### config.mk
export PLATFORM = sky130hd
export DESIGN_NAME = mem_seq_flat
export DESIGN_NICKNAME = d
export VERILOG_FILES = /design/src/rtl/mem_seq_if.sv /design/src/rtl/mem_seq.sv /design/src/flat_wrapper.sv
export SDC_FILE = /design/constraint.sdc
export NUM_CORES = 1
export LEC_CHECK = 0
export ABC_AREA = 1
export CORE_MARGIN = 10
export CORE_UTILIZATION = 30
export CTS_CLUSTER_SIZE = 12
export DETAILED_ROUTE_END_ITERATION = 12
export PLACE_DENSITY = 0.6
export SYNTH_ARGS = -nofsm -noshare
export SYNTH_HDL_FRONTEND = slang
export SYNTH_SLANG_ARGS = --single-unit
### constraint.sdc
create_clock -name clk -period 2.75 [get_ports clk]
set_input_delay 0.4125 -clock clk [delete_from_list [all_inputs] [get_ports clk]]
set_output_delay 0.4125 -clock clk [all_outputs]
set_load 0.05 [all_outputs]
### src/rtl/mem_seq_if.sv
// Request, response, stack-pointer and memory-port signals of the load/store/stack
// sequencer. "master" is the environment side (CPU decoder plus memory).
// "slave" is the sequencer itself.
interface mem_seq_if #(
    parameter int DATA_W = 16,
    parameter int ADDR_W = 16
) ();
    logic              req_valid;
    logic              req_ready;
    logic [1:0]        req_op;
    logic [ADDR_W-1:0] req_addr;
    logic [DATA_W-1:0] req_wdata;

    logic              resp_valid;
    logic              resp_err;
    logic [DATA_W-1:0] resp_data;

    logic              sp_we;
    logic [ADDR_W-1:0] sp_wdata;
    logic [ADDR_W-1:0] sp_out;

    logic [ADDR_W-1:0] mem_addr;
    logic [DATA_W-1:0] mem_wdata;
    logic              mem_read;
    logic              mem_write;
    logic [DATA_W-1:0] mem_rdata;
    logic              mem_busy;
    logic              mem_ready;

    modport master (
        output req_valid, req_op, req_addr, req_wdata, sp_we, sp_wdata,
               mem_rdata, mem_busy, mem_ready,
        input  req_ready, resp_valid, resp_err, resp_data, sp_out,
               mem_addr, mem_wdata, mem_read, mem_write
    );

    modport slave (
        input  req_valid, req_op, req_addr, req_wdata, sp_we, sp_wdata,
               mem_rdata, mem_busy, mem_ready,
        output req_ready, resp_valid, resp_err, resp_data, sp_out,
               mem_addr, mem_wdata, mem_read, mem_write
    );
endinterface

### src/rtl/mem_seq.sv
// Load/store/stack sequencer. It runs one LOAD, STORE, PUSH or POP at a time against a
// busy/ready memory port. It owns the stack pointer, including the overflow and
// underflow checks, and it bounds each memory access with a timeout.
// Every output comes straight from a register or from the state register.
module mem_seq #(
    parameter int                DATA_W   = 16,
    parameter int                ADDR_W   = 16,
    parameter logic [ADDR_W-1:0] SP_RESET = {ADDR_W{1'b1}},
    parameter logic [ADDR_W-1:0] SP_LIMIT = '0,
    parameter int                TIMEOUT  = 255
) (
    input logic      clk,
    input logic      rst,
    mem_seq_if.slave bus
);
    localparam int                CNT_W    = $clog2(TIMEOUT + 1);
    // The counter holds k-1 in the k-th ISSUE/WAIT cycle. Seeing this value means the
    // current cycle is the last one allowed.
    localparam logic [CNT_W-1:0]  CNT_LAST = CNT_W'(TIMEOUT - 1);

    localparam logic [1:0] OP_LOAD  = 2'd0;
    localparam logic [1:0] OP_STORE = 2'd1;
    localparam logic [1:0] OP_PUSH  = 2'd2;
    localparam logic [1:0] OP_POP   = 2'd3;

    typedef enum logic [1:0] {IDLE, ISSUE, WAIT, RESP} state_t;

    state_t            state_q, state_n;
    logic [1:0]        op_q, op_n;
    logic [CNT_W-1:0]  cnt_q, cnt_n;
    logic [ADDR_W-1:0] sp_q, sp_n;
    logic [ADDR_W-1:0] addr_q, addr_n;
    logic [DATA_W-1:0] wdata_q, wdata_n;
    logic              rd_q, rd_n;
    logic              wr_q, wr_n;
    logic              err_q, err_n;
    logic [DATA_W-1:0] data_q, data_n;

    logic              op_is_rd;
    logic              stack_err;
    logic [ADDR_W-1:0] eff_addr;

    // Decode the incoming request: its effective address and the stack checks, which
    // always use the SP value from before any sp_we in the same cycle.
    always_comb begin
        op_is_rd  = (bus.req_op == OP_LOAD) || (bus.req_op == OP_POP);
        stack_err = ((bus.req_op == OP_PUSH) && (sp_q == SP_LIMIT)) ||
                    ((bus.req_op == OP_POP)  && (sp_q == SP_RESET));
        case (bus.req_op)
            OP_PUSH: eff_addr = sp_q - ADDR_W'(1);
            OP_POP:  eff_addr = sp_q;
            default: eff_addr = bus.req_addr;
        endcase
    end

    // Next-state logic. The strobes default to 0 and are reasserted only where they
    // must stay high.
    always_comb begin
        state_n = state_q;
        op_n    = op_q;
        cnt_n   = cnt_q;
        sp_n    = sp_q;
        addr_n  = addr_q;
        wdata_n = wdata_q;
        rd_n    = 1'b0;
        wr_n    = 1'b0;
        err_n   = err_q;
        data_n  = data_q;

        case (state_q)
            IDLE: begin
                if (bus.sp_we) begin
                    sp_n = bus.sp_wdata;
                end
                if (bus.req_valid) begin
                    op_n    = bus.req_op;
                    wdata_n = bus.req_wdata;
                    addr_n  = eff_addr;
                    cnt_n   = '0;
                    if (stack_err) begin
                        // Overflow/underflow never reaches memory.
                        err_n   = 1'b1;
                        state_n = RESP;
                    end else begin
                        err_n   = 1'b0;
                        rd_n    = op_is_rd;
                        wr_n    = !op_is_rd;
                        state_n = ISSUE;
                    end
                end
            end

            ISSUE: begin
                cnt_n = cnt_q + CNT_W'(1);
                if (cnt_q == CNT_LAST) begin
                    err_n   = 1'b1;
                    state_n = RESP;
                end else if (!bus.mem_busy) begin
                    state_n = WAIT;
                end else begin
                    rd_n = rd_q;
                    wr_n = wr_q;
                end
            end

            WAIT: begin
                cnt_n = cnt_q + CNT_W'(1);
                // Completion wins over a timeout that expires in the same cycle.
                if (bus.mem_ready) begin
                    if ((op_q == OP_LOAD) || (op_q == OP_POP)) begin
                        data_n = bus.mem_rdata;
                    end
                    err_n   = 1'b0;
                    state_n = RESP;
                end else if (cnt_q == CNT_LAST) begin
                    err_n   = 1'b1;
                    state_n = RESP;
                end
            end

            RESP: begin
                if (!err_q) begin
                    if (op_q == OP_PUSH) begin
                        sp_n = addr_q;
                    end else if (op_q == OP_POP) begin
                        sp_n = sp_q + ADDR_W'(1);
                    end
                end
                state_n = IDLE;
            end

            default: state_n = IDLE;
        endcase
    end

    // State and output registers. Reset aborts any transaction and drops the strobes
    // immediately.
    always_ff @(posedge clk or posedge rst) begin
        if (rst) begin
            state_q <= IDLE;
            op_q    <= OP_LOAD;
            cnt_q   <= '0;
            sp_q    <= SP_RESET;
            addr_q  <= '0;
            wdata_q <= '0;
            rd_q    <= 1'b0;
            wr_q    <= 1'b0;
            err_q   <= 1'b0;
            data_q  <= '0;
        end else begin
            state_q <= state_n;
            op_q    <= op_n;
            cnt_q   <= cnt_n;
            sp_q    <= sp_n;
            addr_q  <= addr_n;
            wdata_q <= wdata_n;
            rd_q    <= rd_n;
            wr_q    <= wr_n;
            err_q   <= err_n;
            data_q  <= data_n;
        end
    end

    assign bus.req_ready  = (state_q == IDLE);
    assign bus.resp_valid = (state_q == RESP);
    assign bus.resp_err   = err_q;
    assign bus.resp_data  = data_q;
    assign bus.sp_out     = sp_q;
    assign bus.mem_addr   = addr_q;
    assign bus.mem_wdata  = wdata_q;
    assign bus.mem_read   = rd_q;
    assign bus.mem_write  = wr_q;
endmodule

### src/flat_wrapper.sv
// flat-port wrapper written by rule: the top's interface ports become plain ports
module mem_seq_flat 
#(
    parameter int                DATA_W   = 16,
    parameter int                ADDR_W   = 16,
    parameter logic [ADDR_W-1:0] SP_RESET = {ADDR_W{1'b1}},
    parameter logic [ADDR_W-1:0] SP_LIMIT = '0,
    parameter int                TIMEOUT  = 255
)
  (clk, rst, bus_req_valid, bus_req_op, bus_req_addr, bus_req_wdata, bus_sp_we, bus_sp_wdata, bus_mem_rdata, bus_mem_busy, bus_mem_ready, bus_req_ready, bus_resp_valid, bus_resp_err, bus_resp_data, bus_sp_out, bus_mem_addr, bus_mem_wdata, bus_mem_read, bus_mem_write);
  mem_seq_if #(.DATA_W(DATA_W), .ADDR_W(ADDR_W)) bus_i ();
  input logic clk;
  input logic rst;
  input wire logic [$bits(bus_i.req_valid)-1:0] bus_req_valid;
  input wire logic [$bits(bus_i.req_op)-1:0] bus_req_op;
  input wire logic [$bits(bus_i.req_addr)-1:0] bus_req_addr;
  input wire logic [$bits(bus_i.req_wdata)-1:0] bus_req_wdata;
  input wire logic [$bits(bus_i.sp_we)-1:0] bus_sp_we;
  input wire logic [$bits(bus_i.sp_wdata)-1:0] bus_sp_wdata;
  input wire logic [$bits(bus_i.mem_rdata)-1:0] bus_mem_rdata;
  input wire logic [$bits(bus_i.mem_busy)-1:0] bus_mem_busy;
  input wire logic [$bits(bus_i.mem_ready)-1:0] bus_mem_ready;
  output wire logic [$bits(bus_i.req_ready)-1:0] bus_req_ready;
  output wire logic [$bits(bus_i.resp_valid)-1:0] bus_resp_valid;
  output wire logic [$bits(bus_i.resp_err)-1:0] bus_resp_err;
  output wire logic [$bits(bus_i.resp_data)-1:0] bus_resp_data;
  output wire logic [$bits(bus_i.sp_out)-1:0] bus_sp_out;
  output wire logic [$bits(bus_i.mem_addr)-1:0] bus_mem_addr;
  output wire logic [$bits(bus_i.mem_wdata)-1:0] bus_mem_wdata;
  output wire logic [$bits(bus_i.mem_read)-1:0] bus_mem_read;
  output wire logic [$bits(bus_i.mem_write)-1:0] bus_mem_write;
  assign bus_i.req_valid = bus_req_valid;
  assign bus_i.req_op = bus_req_op;
  assign bus_i.req_addr = bus_req_addr;
  assign bus_i.req_wdata = bus_req_wdata;
  assign bus_i.sp_we = bus_sp_we;
  assign bus_i.sp_wdata = bus_sp_wdata;
  assign bus_i.mem_rdata = bus_mem_rdata;
  assign bus_i.mem_busy = bus_mem_busy;
  assign bus_i.mem_ready = bus_mem_ready;
  assign bus_req_ready = bus_i.req_ready;
  assign bus_resp_valid = bus_i.resp_valid;
  assign bus_resp_err = bus_i.resp_err;
  assign bus_resp_data = bus_i.resp_data;
  assign bus_sp_out = bus_i.sp_out;
  assign bus_mem_addr = bus_i.mem_addr;
  assign bus_mem_wdata = bus_i.mem_wdata;
  assign bus_mem_read = bus_i.mem_read;
  assign bus_mem_write = bus_i.mem_write;
  mem_seq #(.DATA_W(DATA_W), .ADDR_W(ADDR_W), .SP_RESET(SP_RESET), .SP_LIMIT(SP_LIMIT), .TIMEOUT(TIMEOUT)) u_core (.clk(clk), .rst(rst), .bus(bus_i));
endmodule
==> metrics <==
initial antenna violation count=0; Initial Utilization=30.5%; number of synthesized flops with an enable pin=0; Req. time, crit path=2.34 ns; clock-pin slew on the worst setup and hold paths=0.07 ns; design area=6700 µm²; top post-synthesis cells by count=nand2_1, nor2_1, dfrtp_1, inv_1, nand3_1; post-route insts no fill=976; Root Buffer Master=clkbuf_16; Post-Synthesis Cells=626; Overall Power=8.89 mW; met2 WL=6990 µm; Avg Inst Size Synth=7.68 µm²; Final Hold Fails=0; Netlist cell types=39; highest routed layer=met4; port bufs=140; routed len/inst=16.1 µm; Vias=4,578; CTS H-tree depth=3; die area=21,500 µm²; routability congestion estimate=0.857; Routed WL=15,700 µm; largest cells by area after synthesis=dfrtp_1, nand2_1, dfstp_2, nor2_1, inv_1; CTS tree=done; first-pass GRT wire length=25,500 µm; hold_buf cts=0; buffer count from post-CTS setup fixing=0; Detailed Place HPWL=11,700 µm; final max-slew violation count=0; vias per inst=4.69; RSZ-0062 raised after global routing=false; nets@finish=838; Hold Crit Class=primary input to asynchronous set/reset pin; Setup Total Neg Slack=0 ns; cell taking the most area after synthesis=dfrtp_1; Cell Area, Placed=6370 µm²; Clock Sinks=79; net count after synthesis=710; Die X=147 µm; Initial DRT Pass Iterations=6; Critical Path AT=2.10 ns; 1st-iter DRT viols=221; most numerous cell in the Yosys netlist=nand2_1; Synth top area share=32.8%; fmax=398 MHz; Tcrit/Tclk final=91.3%; Met3 Wirelength=1630 µm; M1 wire length=6800 µm; Worst Path Max Fanout=9; drc violations=0; fin util=42.5%; slew margin rel.=52.0%; layout cell share with drive strength beyond 1=12.1%; Crit Path Category=flip-flop to primary output; Crit. End Element=primary output; antenna-violating nets left=0; FF+latch count, synth=79; ys flop type=dfrtp_1; critical path, cell by cell=ha_1, clkdlybuf4s50_1; placed cells=959; CP max stage cell=clkdlybuf4s50_1; leak pwr=3.01 nW; grt ovf=0; cts bufs inserted=9; synth-to-layout area growth=39.4%; Final min period=2.51 ns; worst skew pair latency=0.35 ns; async set-or-reset flop fraction in the synthesized netlist=100%; Die Height=147 µm; register area share after synthesis=41.5%; Post-CTS Resized=0; synth warn=0; worst setup margin=0.239 ns; Max-Cap Viols=0; CP max stage delay=0.90 ns; status=finished, final reports clean; PwrDens=1330 nW/µm²; row count=46; setup violators final=0; Max VDD drop=0.622 mV; io pins=141; Slew @ Worst Pin=0.719 ns; GRT Total Usage=14.6%; Post-Place Setup Slack=0.530 ns; Core Area=15,800 µm²; largest net degree at the start of global routing=80; filler cell count=1,648; Hold Worst Slack=0.448 ns; Clock Skews=0.00675 ns; clk buf depth=2; CP Launch Type=flip-flop; vias in the first global route=4,664; Cell Area, Synth=4810 µm²
worst max-delay path, delay by kind of cell, from the launching register on:
family,cells,cell delay (ns)
adders and majority gates,1,0.44
buffers and inverters,1,0.90
DFF,1,0.41
flip-flops by register name (all words and copies together) (netlist names), 2 cells and up:
name                  flops
u_core.bus.mem_addr      16
u_core.bus.mem_wdata     16
u_core.bus.resp_data     16
u_core.bus.sp_out        16
u_core.cnt_q              8
u_core.op_q               2
u_core.state_q            2
path summary, 6_finish.rpt:
check,slack (ns),depth (start not counted),end,from
max reg2reg,0.55,8,u_core.bus.sp_out[2],u_core.state_q[0]
min reg2reg,0.48,2,u_core.bus.mem_wdata[0],u_core.bus.mem_wdata[0]
max,0.24,2,bus_resp_valid,u_core.state_q[1]
min,0.45,3,u_core.bus.resp_data[11],rst
min in group clk,0.48,2,u_core.bus.mem_wdata[0],u_core.bus.mem_wdata[0]
max in group asynchronous,1.90,3,u_core.bus.sp_out[9],rst
kinds of logic (layout without fill, tap and decap cells):
logic type	Yosys count	after routing	synth area share, %
other	0	1	0
AOI/OAI and AO/OA	98	98	12.6
xor gates and xnor gates	4	4	0.729
muxes	16	16	3.75
and+or+nand+nor	321	321	29.2
DFF	79	79	41.5
buffers and inverters	96	229	9.06
adders and majority gates	12	12	3.12
power by group:
| group | switching [mW] | internal [mW] | leakage (nW) |
|---|---|---|---|
| combinational | 3.45 | 1.70 | 1.91 |
| sequential | 0.584 | 1.79 | 0.936 |
| clock | 0.550 | 0.808 | 0.158 |
| total | 4.58 | 4.30 | 3.01 |
layout make-up:
class / instances / area [µm²] / area share [%]
multi-input cells: 451 / 2370 / 35.4
flip-flops and latches: 79 / 2000 / 29.8
repair buffers: 149 / 1480 / 22.1
well taps: 216 / 270 / 4.03
inverters: 64 / 244 / 3.64
clock buffers: 9 / 225 / 3.36
clock inverters: 7 / 105 / 1.57
diodes: 1 / 2.50 / 0.0373
per-layer routing:
| metal | up-vias | global-route usage, % |
|---|---|---|
| met5 | - | 0 |
| met4 | 0 | 4.70 |
| met3 | 19 | 6.64 |
| met2 | 162 | 22.8 |
| met1 | 2098 | 17.4 |
| li1 | 2299 | - |
placed cells by master (no fill, tap or decap), types with 6 or more instances in the layout:
master           synthesis  layout
nand4_1                  9       9
dfstp_2                 16      16
dfrtp_1                 63      63
mux2_2                  16      16
o21ai_1                  6       6
a22oi_1                 11      11
a21oi_1                 35      35
nor2_4                   6       6
nor2_1                  64      64
a21boi_1                 6       6
nand2_2                  6       6
buf_4                    5       8
clkbuf_16                0       9
inv_1                   59      58
ha_1                    12      12
nand3_1                 44      44
nand2_1                173     173
o21ai_0                 17      17
nor2_2                   9       9
clkdlybuf4s50_1          0     140
a221oi_1                11      11
Note: power is estimated with default switching activity, not from simulation.
